**src/rtl/fetch_ctrl_pkg.sv**
```systemverilog
// Shared types and encodings for the fetch-stage PC-update controller.
package fetch_ctrl_pkg;

    typedef enum logic [2:0] {
        RUN,
        RET_HI,
        RET_LO,
        RET_LOAD,
        INT_PUSH_HI,
        INT_PUSH_LO,
        INT_VEC,
        HALT
    } state_t;

    // PC source select for the fetch-stage mux
    localparam logic [1:0] SEL_PC1    = 2'b00;
    localparam logic [1:0] SEL_RDST_D = 2'b01;
    localparam logic [1:0] SEL_ISR    = 2'b10;
    localparam logic [1:0] SEL_RET    = 2'b11;

    // {write enable, high word}
    localparam logic [1:0] POP_NONE  = 2'b00;
    localparam logic [1:0] POP_HI    = 2'b11;
    localparam logic [1:0] POP_LO    = 2'b10;

    // {request, high word}
    localparam logic [1:0] PUSH_NONE = 2'b00;
    localparam logic [1:0] PUSH_HI   = 2'b11;
    localparam logic [1:0] PUSH_LO   = 2'b10;

    // True while the controller is waiting for a popped return-address word
    function automatic logic in_ret_wait(input state_t s);
        return (s == RET_HI) || (s == RET_LO);
    endfunction

endpackage

```
**src/rtl/fetch_ctrl_ret_watchdog.sv**
```systemverilog
// Wait-cycle counter for return-address pops with a sticky timeout error.
module ret_watchdog #(
    parameter int unsigned LIMIT = 15
) (
    input  logic clk,
    input  logic rst,
    input  logic clr,
    input  logic inc,
    output logic limit,
    output logic err
);

    localparam int unsigned CW = (LIMIT > 1) ? $clog2(LIMIT) : 1;
    localparam logic [CW-1:0] LAST = CW'(LIMIT - 1);

    logic [CW-1:0] cnt;

    // limit fires on the increment that would make the count reach LIMIT
    assign limit = inc && (cnt == LAST);

    // Counter saturates at LAST; clear has priority over increment
    always_ff @(posedge clk or posedge rst) begin
        if (rst) begin
            cnt <= '0;
        end else if (clr) begin
            cnt <= '0;
        end else if (inc && !limit) begin
            cnt <= cnt + 1'b1;
        end
    end

    // Error stays set until reset
    always_ff @(posedge clk or posedge rst) begin
        if (rst) begin
            err <= 1'b0;
        end else if (limit) begin
            err <= 1'b1;
        end
    end

endmodule

```
**src/rtl/fetch_ctrl.sv**
```systemverilog
// Fetch-stage PC-update sequencer: jumps, RET/RTI pops, interrupt entry, halt.
module fetch_ctrl
    import fetch_ctrl_pkg::*;
#(
    parameter int unsigned RET_WAIT_MAX = 15,
    parameter bit          INT_EN_RST   = 1'b1
) (
    input  logic       clk,
    input  logic       rst,
    input  logic       stall_hz,
    input  logic       jmp_D,
    input  logic       branch_E,
    input  logic       ret_D,
    input  logic       rti_D,
    input  logic       hlt_D,
    input  logic       int_req,
    input  logic       wb_pop,
    output logic       pc_enb,
    output logic [1:0] jump_sel,
    output logic [1:0] pop_l_h,
    output logic       flush,
    output logic       stall_D,
    output logic [1:0] push_pc,
    output logic       int_ack,
    output logic       flag_restore,
    output logic       ctrl_err
);

    state_t state, state_n;
    logic   is_rti;
    logic   int_en;
    logic   int_pend;
    logic   take_ret;
    logic   wd_inc;
    logic   wd_limit;

    assign wd_inc = in_ret_wait(state) && !wb_pop;

    ret_watchdog #(
        .LIMIT (RET_WAIT_MAX)
    ) u_wd (
        .clk   (clk),
        .rst   (rst),
        .clr   (!wd_inc),
        .inc   (wd_inc),
        .limit (wd_limit),
        .err   (ctrl_err)
    );

    // State register
    always_ff @(posedge clk or posedge rst) begin
        if (rst) begin
            state <= RUN;
        end else begin
            state <= state_n;
        end
    end

    // Remember whether the pending return sequence came from RTI
    always_ff @(posedge clk or posedge rst) begin
        if (rst) begin
            is_rti <= 1'b0;
        end else if (take_ret) begin
            is_rti <= rti_D;
        end
    end

    // Interrupt enable: cleared on vector load, restored when RTI completes
    always_ff @(posedge clk or posedge rst) begin
        if (rst) begin
            int_en <= INT_EN_RST;
        end else if (state == INT_VEC) begin
            int_en <= 1'b0;
        end else if ((state == RET_LOAD) && is_rti) begin
            int_en <= 1'b1;
        end
    end

    // Pending interrupt: clearing on INT_VEC exit wins over a new request
    always_ff @(posedge clk or posedge rst) begin
        if (rst) begin
            int_pend <= 1'b0;
        end else if (state == INT_VEC) begin
            int_pend <= 1'b0;
        end else if (int_req && int_en) begin
            int_pend <= 1'b1;
        end
    end

    // Next state and outputs; RUN redirects and pop strobes follow inputs
    always_comb begin
        state_n      = state;
        pc_enb       = 1'b0;
        jump_sel     = SEL_PC1;
        pop_l_h      = POP_NONE;
        flush        = 1'b0;
        stall_D      = 1'b0;
        push_pc      = PUSH_NONE;
        int_ack      = 1'b0;
        flag_restore = 1'b0;
        take_ret     = 1'b0;

        case (state)
            RUN: begin
                pc_enb = !stall_hz;
                if (branch_E) begin
                    pc_enb = 1'b1;
                end else if (ret_D || rti_D) begin
                    take_ret = 1'b1;
                    pc_enb   = 1'b0;
                    flush    = 1'b1;
                    state_n  = RET_HI;
                end else if (jmp_D) begin
                    jump_sel = SEL_RDST_D;
                    pc_enb   = 1'b1;
                    flush    = 1'b1;
                end else if (hlt_D) begin
                    // PC is frozen here so the saved return address is HLT+1
                    pc_enb  = 1'b0;
                    flush   = 1'b1;
                    state_n = HALT;
                end else if (int_pend && !stall_hz) begin
                    pc_enb  = 1'b0;
                    flush   = 1'b1;
                    state_n = INT_PUSH_HI;
                end
            end
            RET_HI: begin
                flush   = 1'b1;
                stall_D = 1'b1;
                if (wb_pop) begin
                    pop_l_h = POP_HI;
                    state_n = RET_LO;
                end else if (wd_limit) begin
                    state_n = RUN;
                end
            end
            RET_LO: begin
                flush   = 1'b1;
                stall_D = 1'b1;
                if (wb_pop) begin
                    pop_l_h = POP_LO;
                    state_n = RET_LOAD;
                end else if (wd_limit) begin
                    state_n = RUN;
                end
            end
            RET_LOAD: begin
                jump_sel     = SEL_RET;
                pc_enb       = 1'b1;
                flush        = 1'b1;
                flag_restore = is_rti;
                state_n      = RUN;
            end
            INT_PUSH_HI: begin
                push_pc = PUSH_HI;
                flush   = 1'b1;
                stall_D = 1'b1;
                state_n = INT_PUSH_LO;
            end
            INT_PUSH_LO: begin
                push_pc = PUSH_LO;
                flush   = 1'b1;
                stall_D = 1'b1;
                state_n = INT_VEC;
            end
            INT_VEC: begin
                jump_sel = SEL_ISR;
                pc_enb   = 1'b1;
                flush    = 1'b1;
                int_ack  = 1'b1;
                state_n  = RUN;
            end
            HALT: begin
                flush = 1'b1;
                if (int_pend) begin
                    state_n = INT_PUSH_HI;
                end
            end
            default: begin
                state_n = RUN;
            end
        endcase
    end

endmodule

```
**config.mk**
```make
export PLATFORM = sky130hd
export DESIGN_NAME = fetch_ctrl
export DESIGN_NICKNAME = d
export VERILOG_FILES = /design/src/rtl/fetch_ctrl_pkg.sv /design/src/rtl/fetch_ctrl_ret_watchdog.sv /design/src/rtl/fetch_ctrl.sv
export SDC_FILE = /design/constraint.sdc
export NUM_CORES = 1
export LEC_CHECK = 0
export CAP_MARGIN = 20
export CORE_AREA = 2 2 43 45
export DETAILED_ROUTE_END_ITERATION = 10
export DIE_AREA = 0 0 45 47
export PLACE_DENSITY = 0.9
export SLEW_MARGIN = 5
export SYNTH_ARGS = -nofsm -noshare
export SYNTH_HDL_FRONTEND = slang
export SYNTH_SLANG_ARGS = --single-unit
```
**constraint.sdc**
```tcl
create_clock -name clk -period 4.1 [get_ports clk]
set_clock_uncertainty 0.15 [all_clocks]
set_input_delay 1.23 -clock clk [delete_from_list [all_inputs] [get_ports clk]]
set_output_delay 1.23 -clock clk [all_outputs]
set_load 0.01 [all_outputs]
```
Word level (Yosys, flattened, before mapping) --
Index checks and enable logic that the tools add are counted.
Storage, ports and cells: output and inout port bits 12, register bits after elaboration 11
Cells by class: $add $sub $neg 1, reductions and logical operators 18, equal/unequal tests 13, mux-type cells 42
Operators with widths (number):
- $mux 3 | 9
- $mux 1 | 23
- $pmux 3 s7 | 1
- $eq 3x3->1 const B | 4
- $mux 4 | 2
- $pmux 2 s2 | 2
- $reduce_or 7->1 | 1
- $eq 3x2->1 const B | 2
- $logic_and 1x1->1 | 6
- $ne 2x2->1 const B | 3
- $pmux 2 s3 | 1
- $add 4x1->4 const B | 1
- $eq 4x4->1 const B | 1
- $mux 2 | 2
- $ne 4x4->1 const B | 1
- $pmux 1 s2 | 2
- $reduce_and 4->1 | 1
- $reduce_bool 2->1 | 2
- $reduce_or 4->1 | 1
- $eq 3x1->1 const B | 1
- $logic_not 1->1 | 3
- $logic_not 3->1 | 1
- $ne 3x3->1 const B | 1
- $logic_or 1x1->1 | 2
- $reduce_or 2->1 | 1

Longest topological paths before layout --
Gate-level depths: netlist of run 1.
depth after elaboration 8, gate-level depth with buffers 5

Hierarchy --
From an unflattened synthesis of run 1, not the netlist that was laid out.
Second synthesis, totals: cells, all modules 96, area, all modules 784.5 um^2
By module, submodules not included:
- fetch_ctrl | cells each 70, area each 513.0 um^2, seq. area each 151.4 um^2, times used 1
- ret_watchdog | cells each 26, area each 271.5 um^2, seq. area each 125.1 um^2, times used 1

Worst setup path after synthesis of run 1 --
Ideal clock, no wire load.
kind input -> output, start point input port rti_D, end point output port jump_sel[0], data arrival time 1.798 ns, cell stages on the path 3, setup slack 0.922 ns, cells stage by stage nor2_1 nand4b_1 a21oi_1
On the way: cells in the longest elaborated chain, start to end 4
Ends and longest elaborated chain:
- start: declaration | RTL line fetch_ctrl.sv:14 | input logic rti_D,
- $logic_or 1x1->1 | RTL line fetch_ctrl.sv:108 | end else if (ret_D || rti_D) begin
- $mux 1 | RTL line fetch_ctrl.sv:108
- $mux 1 | RTL line fetch_ctrl.sv:106 | if (branch_E) begin
- $pmux 2 s3 | RTL line fetch_ctrl.sv:103 | case (state)
- end: declaration | RTL line fetch_ctrl.sv:19 | output logic [1:0] jump_sel,
Every way passes these cells.

Worst setup path in the final report of run 1 --
start point input port jmp_D, end point output port flush
On the way: cells in the longest elaborated chain, start to end 4
Ends and longest elaborated chain:
- start: declaration | RTL line fetch_ctrl.sv:11 | input logic jmp_D,
- $mux 1 | RTL line fetch_ctrl.sv:113 | end else if (jmp_D) begin
- $mux 1 | RTL line fetch_ctrl.sv:108
- $mux 1 | RTL line fetch_ctrl.sv:106
- $pmux 1 s2 | RTL line fetch_ctrl.sv:103
- end: declaration | RTL line fetch_ctrl.sv:21 | output logic flush,
Every way passes these cells.

==> run metrics, run 1 <==
die area=2120 µm²; worst reg-to-reg setup slack=2450 ps; r2r endpoint=state[0]; top-count cell post-synth=nor2_1; Switching Power=0.260 mW; achievable clock frequency=244 MHz; Remaining DRCs=0; DP Worst Slack=-79.5 ps; Net Sw Frac=0.416; post-synthesis sequential area ratio=0.355; status=completed; R2R depth=5; Final ANT Viol Nets=0; Inserted Clock Buffers=3; relative slew slack=0.661; Vias=741; CP Class=primary input to output pin; worst-skew pair later-pin latency=270 ps; part of the power in the clock network=0.118; top cells by area, synth=dfrtp_1, nor2_1, nor3_2; Max Used Layer=met4; slowest cell on the critical path=clkdlybuf4s50_1; # port buffers=21; Hold EP=u_wd.err; met1 wire length=783 µm; hold_buf cts=0; Post-synth EDFFs=0; first-pass GRT wire length=2970 µm; share of the synthesized area in the top cell type=0.321; Post-Syn Area=779 µm²; pwr dens=583 nW/µm²; dpl cell area=1010 µm²; share of the clock period used by the worst path=0.998; worst path required time=2720 ps; initial DRC count=10; worst path arrival time=2710 ps; Post-Layout Cell Count=132; diode count=0; Flop pwr share=0.353; share of cells above drive strength 1=0.217; Worst Path Buf+Inv=2; Layout area overhead=37.6%; TritonCTS clock tree=yes; Mean Syn Cell Area=8.96 µm²; Core Footprint=1650 µm²; crit-path max FO=4; top_reg_cell synth=dfrtp_1; gp weighted congestion=0.712; global route overflow=0; leakage power=0.468 nW; async set-reset flop share out of synthesis=1.00; HP Class=register to register; Clk pin slew, worst setup/hold paths=70 ps; final instance area=1070 µm²; # H-tree levels=1; CTS root buffer=clkbuf_4; FF+latch count, synth=11; final worst path period need=4090 ps; DR WL met2=933 µm; Worst path most repeated cell=clkdlybuf4s50_1; Max-cap violations=0; reg-to-reg startpoint=u_wd.cnt[0]; hold path depth=1; Setup TNS=0 ps; Detailed Routing Iterations Pass 1=4; Die X=45 µm; Cell Rows=15; largest net degree at the start of global routing=15; max incr delay on CP=580 ps; max-slew violations=0; worst-margin pin slew=508 ps; initial antenna violation count=0; Clock Path Buffers=2; worst hold slack=330 ps; Peak VDD IR=0.391 mV; die height=47 µm; top cell type by total area after synthesis=dfrtp_1; setup ws final=8.80 ps; met3 WL=116 µm; Critical Path Start Type=primary input; crit-path cells=clkdlybuf4s50_1 > nor3_2 > nor2b_1 > o21ai_0 > clkdlybuf4s50_1; Final Setup Violations=0; Syn. warnings=0; Via density=5.61; Critical Path End Type=output pin; vias in the first global route=728; Unique masters post-synth=34; Commonest cells post-synth=nor2_1, dfrtp_1, a21oi_1, nand2_1; Top delay family on crit path=buffers and inverters; Post-Syn Nets=99; GRT Total Usage=0.195; Routed WL=1870 µm; fin nets=128; DP HPWL=1370 µm; Sink Count=11; post-synthesis cell count=87; Logic pwr share=0.529; final hold violation count=0; DR WL/cell=14.2 µm; Placed Instances=127; I/O pin cnt=22; hold_sp=u_wd.err; Int Pwr=0.365 mW; Initial Utilization=0.472
metrics by stage:
stage	util	total power, mW
3_3_place_gp	0.614	0.536
5_1_grt	0.649	0.671
3_5_place_dp	0.614	0.550
6_report	0.649	0.625
2_1_floorplan	-	0.437
4_1_cts	0.636	0.623
cells in the final DEF (no fill, tap or decap), types with 2 or more instances in the layout:
| master | n |
|---|---|
| a21o_1 | 2 |
| a21oi_1 | 5 |
| a31oi_1 | 3 |
| buf_4 | 6 |
| clkbuf_4 | 3 |
| clkdlybuf4s50_1 | 17 |
| dfrtp_1 | 10 |
| dlymetal6s2s_1 | 3 |
| ha_1 | 2 |
| inv_1 | 4 |
| nand2_1 | 5 |
| nand2b_1 | 3 |
| nand3_1 | 3 |
| nor2_1 | 12 |
| nor2b_1 | 2 |
| nor3_2 | 6 |
| nor3b_1 | 2 |
| o21a_1 | 2 |
| o21ai_0 | 3 |
| xnor2_1 | 2 |
worst max-delay path by stage:
stage | from | endpoint | slack [ps] | cells past startpoint
after CTS | ret_D | pc_enb | 20 | 6
after floorplan | rti_D | jump_sel[0] | 920 | 3
final | jmp_D | flush | 9 | 5
after global routing | jmp_D | flush | -40 | 5
after global placement | rti_D | jump_sel[0] | 1 | 5
after detailed placement | rti_D | jump_sel[0] | -80 | 5
layout make-up:
cell class,count,area [µm²]
well taps,17,21.3
repair buffers,27,262
flip-flops and latches,11,277
clock buffers,4,26.3
inverters,5,18.8
multi-input cells,68,468
fillers,139,579
repair_timing:
item                       4_1_cts  5_1_grt
setup endpoints to repair        2        2
pin swaps                        1        0
buffers inserted                 1        0
resized for setup                2        6
state kept, by name, indices dropped and copies added, names as in the netlist:
signal	cells
u_wd.cnt	4
state	3
int_en	1
int_pend	1
is_rti	1
u_wd.err	1
routing by layer:
layer	vias up	track usage
met5	-	0
met1	346	0.225
met2	28	0.354
met3	5	0.0269
met4	0	0.100
li1	362	-
cell families (layout without fill, tap and decap cells):
logic type	count (synthesis)	in the layout	synth area share
buffers and inverters	8	36	0.0674
adders and majority gates	2	2	0.0321
DFF	11	11	0.355
AOI/OAI and AO/OA	22	22	0.199
and+or+nand+nor	41	41	0.313
xor gates and xnor gates	3	3	0.0337
power groups by stage:
stage | Clock [mW] | Combinational (mW) | Sequential [mW]
floorplan | 0 | 0.260 | 0.177
global placement | 0 | 0.321 | 0.215
detailed placement | 0 | 0.331 | 0.219
CTS | 0.0746 | 0.331 | 0.217
global route | 0.0780 | 0.363 | 0.230
finish | 0.0737 | 0.331 | 0.221
Note: power is estimated with default switching activity, not from simulation.
==> run 2: changes to the inputs <==
- CORE_AREA: 2 2 43 45 -> 8 8 49 51
- DIE_AREA: 0 0 45 47 -> 0 0 57 59
==> run 2 against run 1 <==
  * Global-route usage decreased by 7.8 points
  * Non-clock buffer count did not move
  * Critical path depth decreased by 1
  * Flip-flop and latch count stayed put
  * Clock power increased by 1%
  * Sequential share of layout area rose by 0.21 points
  * Worst setup slack gained 140 ps
  * Largest cell class unchanged
  * Critical path type unchanged
==> run metrics, run 2 (synthesis gave the netlist of run 1 again) <==
die height=59 µm (+26%); Placed Instances=127 (unchanged); DP Worst Slack=-25.3 ps (+54.2 ps); M1 GR Usage=0.134 (-0.0906); worst path required time=2720 ps (about the same); Critical Path End Type=output pin; final hold violation count=0 (unchanged); hold_sp=u_wd.err; Sink Count=11 (unchanged); achievable clock frequency=253 MHz (+3.7%); Initial Utilization=0.472 (unchanged); global-route met3 utilization=0.0386 (+0.0117); register with the most flip-flops=u_wd.cnt; Clock Path Buffers=2 (unchanged); status=completed; pwr dens=588 nW/µm² (+0.76%); Final ANT Viol Nets=0 (unchanged); gp weighted congestion=0.794 (+12%); Layout area overhead=36.4%; GRT Total Usage=0.118 (-0.0779); relative slew slack=0.672 (+0.0111); crit-path max FO=3 (-1); die area=3360 µm² (+59%); reg-to-reg startpoint=state[0]; Crit. Startpoint=wb_pop; Inserted Clock Buffers=3 (unchanged); most common cell after layout, fill and taps aside=clkdlybuf4s50_1; Routed WL=1930 µm (+3.0%); share of the clock period used by the worst path=0.963 (-0.0353); first-pass GRT wire length=3210 µm (+8.1%); max-slew violations=0 (unchanged); Core Footprint=1650 µm² (unchanged); global route overflow=0 (unchanged); RSZ-0062 raised after global routing=false; worst-skew pair later-pin latency=270 ps (about the same); Critical Path Start Type=primary input; M2 GR Usage=0.191 (-0.164); worst-margin pin slew=492 ps (-16.7 ps); Peak VDD IR=0.358 mV (-8.3%); worst path arrival time=2570 ps (-140 ps); setup ws final=153 ps (+145 ps); I/O pin cnt=22 (unchanged); # port buffers=21 (unchanged); Vias=711 (-4.0%); Fillers=136 (-2.2%); share of cells above drive strength 1=0.209 (-0.00870); DP HPWL=1430 µm (+4.7%); # H-tree levels=1 (unchanged); largest net degree at the start of global routing=15 (unchanged); initial DRC count=16 (+6); crit-path cells=clkdlybuf4s50_1 > nand2b_1 > nor3b_1 > clkdlybuf4s50_1; vias in the first global route=741 (+1.8%); max incr delay on CP=570 ps (about the same); slowest cell on the critical path=clkdlybuf4s50_1; Remaining DRCs=0 (unchanged); hold_buf cts=0 (unchanged); HP Class=register to register; Clk pin slew, worst setup/hold paths=70 ps (about the same); Die X=57 µm (+27%); CTS root buffer=clkbuf_4; Post-Layout Cell Count=132 (unchanged); Largest register FFs=4 (unchanged); Setup TNS=0 ps (unchanged); most frequent cells in the layout=clkdlybuf4s50_1, nor2_1, dfrtp_1; initial antenna violation count=0 (unchanged); gr busiest metal=met2; Final Setup Violations=0 (unchanged); multi-input logic area=458 µm² (-2.1%); storage element area=277 µm² (unchanged); leakage power=0.463 nW (-1.1%); DR WL/cell=14.6 µm (+3.0%); TritonCTS clock tree=yes; Via density=5.39 (-4.0%); Max-cap violations=0 (unchanged); largest registers=u_wd.cnt (4), state (3); Worst path most repeated cell=clkdlybuf4s50_1; final worst path period need=3950 ps (-145 ps); diode count=0 (unchanged); CP Class=primary input to output pin; fin nets=128 (unchanged); Detailed Routing Iterations Pass 1=4 (unchanged); worst hold slack=329 ps (-1.08 ps); Cell Rows=15 (unchanged)
-- run 2: cell types whose count changed in the layout (fill, tap and decap cells not counted), sizes merged --
cell,before,now
clkdlybuf4s50,17,18
dlygate4sd2,1,0
-- run 2: final cells by class --
type	count	area share
clock buffer	4	0.0247
sequential	11	0.260
tap	17	0.0200
inverter	5	0.0176
timing repair buffer	27	0.247
multi-input combinational	68	0.431
-- run 2: per-layer routing --
layer / wire length (µm) / up-vias
li1: - / 361
met1: 856 / 330
met2: 928 / 16
met3: 107 / 4
met4: 35 / 0
met5: 0 / -
-- run 2: final timing paths --
path                                to  slack [ps]  cells past startpoint
setup / recovery            pop_l_h[0]         150                      4
max in group asynchronous       int_en        2370                      2
hold reg to reg               u_wd.err         330                      1
min in group asynchronous  u_wd.cnt[0]        1100                      2
hold / removal                u_wd.err         330                      1
setup reg to reg              state[0]        2480                      4
-- run 2: power breakdown --
| part | leakage (nW) | internal (mW) | switching (mW) |
|---|---|---|---|
| clock network | 0.0150 | 0.0377 | 0.0368 |
| logic | 0.313 | 0.184 | 0.145 |
| registers | 0.136 | 0.144 | 0.0772 |
| total | 0.463 | 0.366 | 0.259 |
-- run 2: repair_timing --
item	4_1_cts	5_1_grt
setup endpoints to repair	2	3
resized for setup	1	4
buffers inserted	0	1
pin swaps	0	0
-- run 2: critical path, delay by kind of cell --
kind                   cells  cell delay (ps)
and+or+nand+nor            2              280
buffers and inverters      2             1050
-- run 2: through the flow --
stage	total power, mW	utilization	instance area [µm²]
6_report	0.625	0.644	1060
5_1_grt	0.675	0.644	1060
4_1_cts	0.631	0.632	1040
3_5_place_dp	0.553	0.614	1010
3_3_place_gp	0.539	0.614	1010
2_1_floorplan	0.437	-	779
